File: src/rtl/servant_arb_pkg.sv
// Shared types and constants for the servant RAM arbiter and its watchdog.
// State encodings are fixed so that they stay stable across debug dumps.
package servant_arb_pkg;

  typedef enum logic [1:0] {
    IDLE  = 2'd0,
    GNT_I = 2'd1,
    GNT_D = 2'd2
  } arb_state_t;

  typedef enum logic {
    LAST_I = 1'b0,
    LAST_D = 1'b1
  } arb_master_t;

  localparam logic [31:0] RDT_ERR = 32'h0;
  localparam logic [3:0]  SEL_ALL = 4'hf;

endpackage

File: src/rtl/servant_wb_watchdog.sv
// Grant-duration watchdog: counts cycles while enabled and flags the last allowed cycle.
// The counter is cleared in IDLE, so every grant starts counting from zero.
module servant_wb_watchdog #(
  parameter int TIMEOUT = 15
) (
  input  logic clk,
  input  logic rst,
  input  logic clr,
  input  logic en,
  output logic hit
);

  localparam int CW = $clog2(TIMEOUT);
  localparam logic [CW-1:0] LAST_CNT = CW'(TIMEOUT - 1);

  logic [CW-1:0] cnt;

  always_ff @(posedge clk or posedge rst) begin
    if (rst) begin
      cnt <= '0;
    end else if (clr) begin
      cnt <= '0;
    end else if (en) begin
      cnt <= cnt + CW'(1);
    end
  end

  assign hit = en & (cnt == LAST_CNT);

endmodule

File: src/rtl/servant_ram_arbiter.sv
// Round-robin Wishbone arbiter sharing servant_ram between SERV ibus and dbus.
// IDLE is visited between grants; stalled grants are force-acked by a watchdog.
//
//   state | meaning
//   IDLE  | no grant, RAM outputs quiet, arbitration happens here
//   GNT_I | instruction bus owns the RAM (read-only)
//   GNT_D | data bus owns the RAM
module servant_ram_arbiter
  import servant_arb_pkg::*;
#(
  parameter int TIMEOUT = 15,
  parameter int aw      = 32
) (
  input  logic          i_wb_clk,
  input  logic          i_wb_rst,
  input  logic [aw-1:0] i_wb_ibus_adr,
  input  logic          i_wb_ibus_cyc,
  output logic [31:0]   o_wb_ibus_rdt,
  output logic          o_wb_ibus_ack,
  input  logic [aw-1:0] i_wb_dbus_adr,
  input  logic [31:0]   i_wb_dbus_dat,
  input  logic [3:0]    i_wb_dbus_sel,
  input  logic          i_wb_dbus_we,
  input  logic          i_wb_dbus_cyc,
  output logic [31:0]   o_wb_dbus_rdt,
  output logic          o_wb_dbus_ack,
  output logic [aw-1:0] o_wb_ram_adr,
  output logic [31:0]   o_wb_ram_dat,
  output logic [3:0]    o_wb_ram_sel,
  output logic          o_wb_ram_we,
  output logic          o_wb_ram_cyc,
  input  logic [31:0]   i_wb_ram_rdt,
  input  logic          i_wb_ram_ack,
  output logic          o_timeout
);

  arb_state_t  state_q, state_d;
  arb_master_t last_q, last_d;
  logic        granted;
  logic        gnt_cyc;
  logic        wd_hit;
  logic        timeout_set;
  logic [31:0] rdt_mux;

  assign granted = (state_q == GNT_I) || (state_q == GNT_D);

  servant_wb_watchdog #(
    .TIMEOUT (TIMEOUT)
  ) u_watchdog (
    .clk (i_wb_clk),
    .rst (i_wb_rst),
    .clr (!granted),
    .en  (granted),
    .hit (wd_hit)
  );

  always_ff @(posedge i_wb_clk or posedge i_wb_rst) begin
    if (i_wb_rst) begin
      state_q   <= IDLE;
      last_q    <= LAST_D;
      o_timeout <= 1'b0;
    end else begin
      state_q <= state_d;
      last_q  <= last_d;
      if (timeout_set) begin
        o_timeout <= 1'b1;
      end
    end
  end

  always_comb begin
    state_d      = state_q;
    last_d       = last_q;
    timeout_set  = 1'b0;
    gnt_cyc      = 1'b0;
    o_wb_ram_cyc = 1'b0;
    o_wb_ram_adr = '0;
    o_wb_ram_dat = '0;
    o_wb_ram_sel = '0;
    o_wb_ram_we  = 1'b0;

    case (state_q)
      IDLE: begin
        // ibus wins unless dbus also asks and ibus was the last winner
        if (i_wb_ibus_cyc && (!i_wb_dbus_cyc || last_q == LAST_D)) begin
          state_d = GNT_I;
          last_d  = LAST_I;
        end else if (i_wb_dbus_cyc) begin
          state_d = GNT_D;
          last_d  = LAST_D;
        end
      end
      GNT_I: begin
        gnt_cyc      = i_wb_ibus_cyc;
        o_wb_ram_cyc = i_wb_ibus_cyc;
        o_wb_ram_adr = i_wb_ibus_adr;
        o_wb_ram_sel = SEL_ALL;
      end
      GNT_D: begin
        gnt_cyc      = i_wb_dbus_cyc;
        o_wb_ram_cyc = i_wb_dbus_cyc;
        o_wb_ram_adr = i_wb_dbus_adr;
        o_wb_ram_dat = i_wb_dbus_dat;
        o_wb_ram_sel = i_wb_dbus_sel;
        o_wb_ram_we  = i_wb_dbus_we;
      end
      default: state_d = IDLE;
    endcase

    // A real RAM ack outranks a coinciding watchdog hit
    if (granted) begin
      if (i_wb_ram_ack) begin
        state_d = IDLE;
      end else if (wd_hit) begin
        state_d     = IDLE;
        timeout_set = 1'b1;
      end else if (!gnt_cyc) begin
        state_d = IDLE;
      end
    end
  end

  assign rdt_mux       = i_wb_ram_ack ? i_wb_ram_rdt : RDT_ERR;
  assign o_wb_ibus_rdt = rdt_mux;
  assign o_wb_dbus_rdt = rdt_mux;
  assign o_wb_ibus_ack = (state_q == GNT_I) & (i_wb_ram_ack | wd_hit);
  assign o_wb_dbus_ack = (state_q == GNT_D) & (i_wb_ram_ack | wd_hit);

endmodule

File: config.mk
export PLATFORM = sky130hd
export DESIGN_NAME = servant_ram_arbiter
export DESIGN_NICKNAME = d
export VERILOG_FILES = /design/src/rtl/servant_arb_pkg.sv /design/src/rtl/servant_wb_watchdog.sv /design/src/rtl/servant_ram_arbiter.sv
export SDC_FILE = /design/constraint.sdc
export NUM_CORES = 1
export LEC_CHECK = 0
export ABC_AREA = 1
export CAP_MARGIN = 10
export CELL_PAD_IN_SITES_DETAIL_PLACEMENT = 1
export CELL_PAD_IN_SITES_GLOBAL_PLACEMENT = 1
export CORE_ASPECT_RATIO = 0.9
export CORE_MARGIN = 3
export CORE_UTILIZATION = 12
export DETAILED_ROUTE_END_ITERATION = 12
export PLACE_DENSITY_LB_ADDON = 0.1
export SLEW_MARGIN = 20
export SYNTH_ARGS = -nofsm -noshare
export SYNTH_HDL_FRONTEND = slang
export SYNTH_SLANG_ARGS = --single-unit
File: constraint.sdc
create_clock -name i_wb_clk -period 1.75 [get_ports i_wb_clk]
set_clock_uncertainty 0.1 [all_clocks]
set_input_delay 0.35 -clock i_wb_clk [delete_from_list [all_inputs] [get_ports i_wb_clk]]
set_output_delay 0.35 -clock i_wb_clk [all_outputs]
set_load 0.01 [all_outputs]
======== Word-level counts from Yosys, hierarchy flattened ========
Index checks and enable logic that the tools add are counted.
word-level totals
  output and inout port bits .............. 137
  flip-flop bits (word level) ............. 8
  logic and storage cells ................. 39
operators by class
  bitwise logic cells ..................... 4
  equal/unequal tests ..................... 3
  muxes and demuxes ....................... 19
  reductions and logical operators ........ 8
  add/subtract/negate cells ............... 1
operators with widths
  cell                                                             number
  32-bit 2-to-1 mux                                                2
  32-bit case mux with 2 select lines                              1
  2-bit 2-to-1 mux                                                 6
  4-bit case mux with 2 select lines                               1
  1-bit 2-to-1 mux                                                 6
  4-bit by 1-bit adder with 4-bit output, second input constant    1
  4-bit == test, second input constant                             1
  4-bit 2-to-1 mux                                                 1
  2-bit case mux with 2 select lines                               1
  1-bit bitwise AND                                                3
  2-bit by 1-bit == test with 1-bit output, second input constant  1
  2-bit == test, second input constant                             1
  2-bit logical NOT                                                1
  1-bit logical OR                                                 2
  1-bit case mux with 2 select lines                               1
  2-bit AND reduction                                              1
  2-bit nonzero test                                               1
  2-bit OR reduction                                               1
  1-bit logical AND                                                1
  1-bit logical NOT                                                1
  1-bit OR                                                         1

======== Depth between registers and ports, before layout ========
  depth in word-level cells ............... 9
  mapped depth ............................ 8

======== Cells and area by module ========
From an unflattened synthesis, not the netlist that was laid out.
second synthesis, totals
  cell total of the unflattened synthesis .. 357
  area total of the unflattened synthesis .. 1844.3 sq um
by module, submodules not included
  module               area an instance (sq um)  sequential area each (sq um)  instances  cells an instance
  servant_ram_arbiter  1615.3                    101.3                         1          330
  servant_wb_watchdog  229.0                     100.1                         1          27

======== Least setup slack after synthesis ========
OpenSTA, ideal clock, no wires.
  kind .................................... register to output
  from .................................... reg state_q[0]
  to ...................................... out o_wb_ram_adr[1]
  buffers on the path ..................... 1
  path slack .............................. 0.110 ns
  arrival time ............................ 1.190 ns
  cell stages (with the launch flop) ...... 6
  cells stage by stage .................... dfrtp_1 > inv_1 > ha_1 > inv_1 > buf_6 > a21oi_1
between the ends
  word-level cells in the longest chain between the ends .. 2
  elaborated cells between the ends (all ways) .. 3
  classes of those cells .................. eq/ne: 2; mux: 1
ends and longest elaborated chain
  element                                                                    line                       source
  start, declared                                                            servant_ram_arbiter.sv:37  arb_state_t state_q, state_d;
  start signal, assigned                                                     servant_ram_arbiter.sv:63  state_q <= state_d;
  2-bit == test or 2-bit by 1-bit == test with 1-bit output (tied branches)  servant_ram_arbiter.sv:82  case (state_q)
  32-bit case mux with 2 select lines *                                      servant_ram_arbiter.sv:82
  end, declared                                                              servant_ram_arbiter.sv:27  output logic [aw-1:0] o_wb_ram_adr,
Mark *: on every way between the ends. The rest lies on a longest branch, timed or not.

======== Final worst setup path ========
  from .................................... reg state_q[1]
  to ...................................... out o_wb_ram_adr[8]
The elaborated chain is that of the path after synthesis.

==> results.md <==
- Crit-path max FO: 7
- Netlist cell types: 16
- Slew HR: about three quarters
- Starting DRT DRC Count: between 60 and 70
- ANT nets after route: 0
- DR vias: between 3,000 and 4,000
- Total GRT Usage: 13.7%
- GR Util met2: between 20 and 30%
- Filler instances: approximately 1,800
- First-pass GRT wire length: ~18,000 µm
- Achievable Freq: between 400 and 500 MHz
- Syn Nets: 487
- Reg-to-reg endpoint: state_q[0]
- Synth top area share: between 30% and 40%
- FP Rows: 41
- Pre-CTS setup slack: -0.651 ns
- Cell taking the most area after synthesis: nand2_1
- Met1 global-route usage: 13.9%
- HPWL Detailed: 9520 µm
- WL per Instance: between 10 and 15 µm
- Synth Cell Area: ~1800 µm²
- Leak: approximately 3.1 nW
- H-tree levels: 1
- Maximum VDD drop: 0.591 mV
- Pre-antenna DRT Iters: 3
- Placed Area: between 4000 and 5000 µm²
- Die Ht: roughly 120 µm
- Final max-slew violation count: 0
- GP Congestion: roughly 0.75
- Syn Area/Cell: about 5.2 µm²
- Drc violations: 0
- Final Cell Area: approximately 5500 µm²
- Power Density: between 1000 and 1500 nW/µm²
- Initial antenna violation count: 1
- Core area: 14,300 µm²
- Fin crit period: approximately 2 ns
- Period utilization: 118%
- CTS Buf Count: 3
- R2r setup slk: roughly 0.090 ns
- Synthesis-to-finish area growth: 206%
- Startpoint Class: flop
- Count of final setup violators: 72
- Initial Utilization: 12.5%
- Hold slack: about 0.29 ns
- Die footprint: ~16,000 µm²
- Grt ovf: 0
- I/O Pins: approximately 280
- Reg-to-Reg Start: state_q[1]
- Ys Warns: 0
- Worst setup path end: o_wb_ram_adr[8]
- Max_cap viols: 0
- Setup ws final: -0.307 ns
- Worst reg2reg path depth: 9
- Clk sinks: 8
- GR Layer Usage met3: 4.05%
- Vias in the first global route: roughly 3,300
- Final hold vios: 0
- Worst skew pair latency: 0.23 ns
- Routed Wire Length: around 12,000 µm
- Syn Inst Count: 344
- # diodes: 0
- CTS Hold Bufs: 0
- RSZ-0062 raised after global routing: yes
- Root buffer cell: clkbuf_16
- Crit Path Class: flop to output pin
- Number of synthesized register bits: 8
- Hold Crit Class: input port to asynchronous set/reset pin
- Vias/cell: about 3.8
- CP endpoint kind: output pin
- Worst-margin pin slew: ~0.35 ns
- Sequential fraction of the synthesis area: a little under an eighth
- CP Launch Point: state_q[1]
- Failing checks: negative setup slack
- Nets: between 700 and 800
- Largest net degree at the start of global routing: 21
- Clock tree buffer depth: 2
- CTS tree: done
- Fin util: between 30% and 40%
- Layout cells sized above 1: 39.6%
- Outcome: finished, violations left
- Top area cells in the synthesized netlist: nand2_1 (31%), inv_1 (16%), buf_4 (16%)
- GRT busiest layer: met2
- PortBufs: 274
- WP data required: roughly 1.3 ns
- Crit path DAT: about 1.6 ns
- Die span in x: about 130 µm
- Clk slew on worst S/H paths: ~0.040 ns
-- where the power goes --
group	leakage, nW	internal [mW]	switching [mW]
clock network	0.0382	0.304	0.0926
logic	2.91	2.70	2.37
registers	0.102	0.252	0.0371
-- routing by layer --
layer,vias up,routed length (µm)
li1,1517,-
met1,1444,4200
met2,150,6680
met3,10,1120
met4,2,129
met5,-,13
-- cell usage after synthesis, drive strengths merged --
master	number
dfrtp	7
xnor2	1
inv	77
dfstp	1
ha	5
nor2	6
nand3	4
buf	52
xor2	1
a21oi	40
o21ai	1
nand2	148
o21bai	1
-- cells by family after synthesis --
family	after synthesis	share of synthesized area (%)
simple gates	158	33.7
flops	8	11.3
xor+xnor	2	0.983
fa+ha+maj	5	3.51
buf+inv	129	38.6
compound gates	42	11.9
-- worst max-delay path, stage by stage (launching register included) --
cell	delay (ns)
dfrtp_1	0.39
buf_6	0.13
ha_4	0.22
buf_8	0.17
clkbuf_16	0.16
nand2_2	0.05
a21oi_2	0.11
buf_2	0.15
-- sequential cells by signal (all words and copies together) (netlist names) --
| register | count |
|---|---|
| u_watchdog.cnt | 4 |
| state_q | 2 |
| last_q | 1 |
| o_timeout | 1 |
-- worst min path at each step --
stage	start	end	depth (start not counted)
2_1_floorplan	i_wb_rst	o_timeout	1
3_3_place_gp	o_timeout	o_timeout	1
3_5_place_dp	o_timeout	o_timeout	1
4_1_cts	i_wb_rst	o_timeout	2
5_1_grt	i_wb_rst	o_timeout	2
6_report	i_wb_rst	o_timeout	2
-- area by class of cell --
class | count | area (µm²) | area share, %
Timing Repair Buffer | 328 | 3280 | 60.2
Multi-Input combinational cell | 207 | 1350 | 24.7
Tap cell | 193 | 241 | 4.43
Clock buffer | 4 | 78.8 | 1.44
Sequential cell | 8 | 201 | 3.69
Inverter | 77 | 303 | 5.55
-- per-stage QoR --
stage	instances	total power, mW	setup TNS (ns)
after global routing	817	6.19	-20.48
final	817	5.76	-16.07
after detailed placement	782	3.71	-65.33
after floorplan	344	1.87	0
after global placement	782	3.64	-62.64
after CTS	808	5.15	-15.90
-- what timing repair did --
action                                  CTS  global route
pin swaps                                 3            22
endpoints found under the setup margin  136            73
gates cloned                              9             2
setup buffers                            13             9
resized for setup                       456           101
-- placed cells by master, fill, tap and decap left out, types with 2 or more instances in the layout --
cell	Yosys	layout
clkdlybuf4s50_1	0	137
nand2_1	147	99
dlygate4sd2_1	0	64
inv_1	77	49
buf_2	7	46
a21oi_2	0	33
nand2_4	0	31
buf_6	7	31
inv_2	0	25
buf_4	38	21
nand2_2	1	18
buf_12	0	13
buf_16	0	8
dfrtp_1	7	7
a21oi_1	40	6
nor2_1	6	5
clkbuf_16	0	5
buf_8	0	4
nand3_1	4	3
ha_4	0	3
ha_1	5	2
clkdlybuf4s15_2	0	2
No activity file was read; power rests on OpenSTA's default activity.
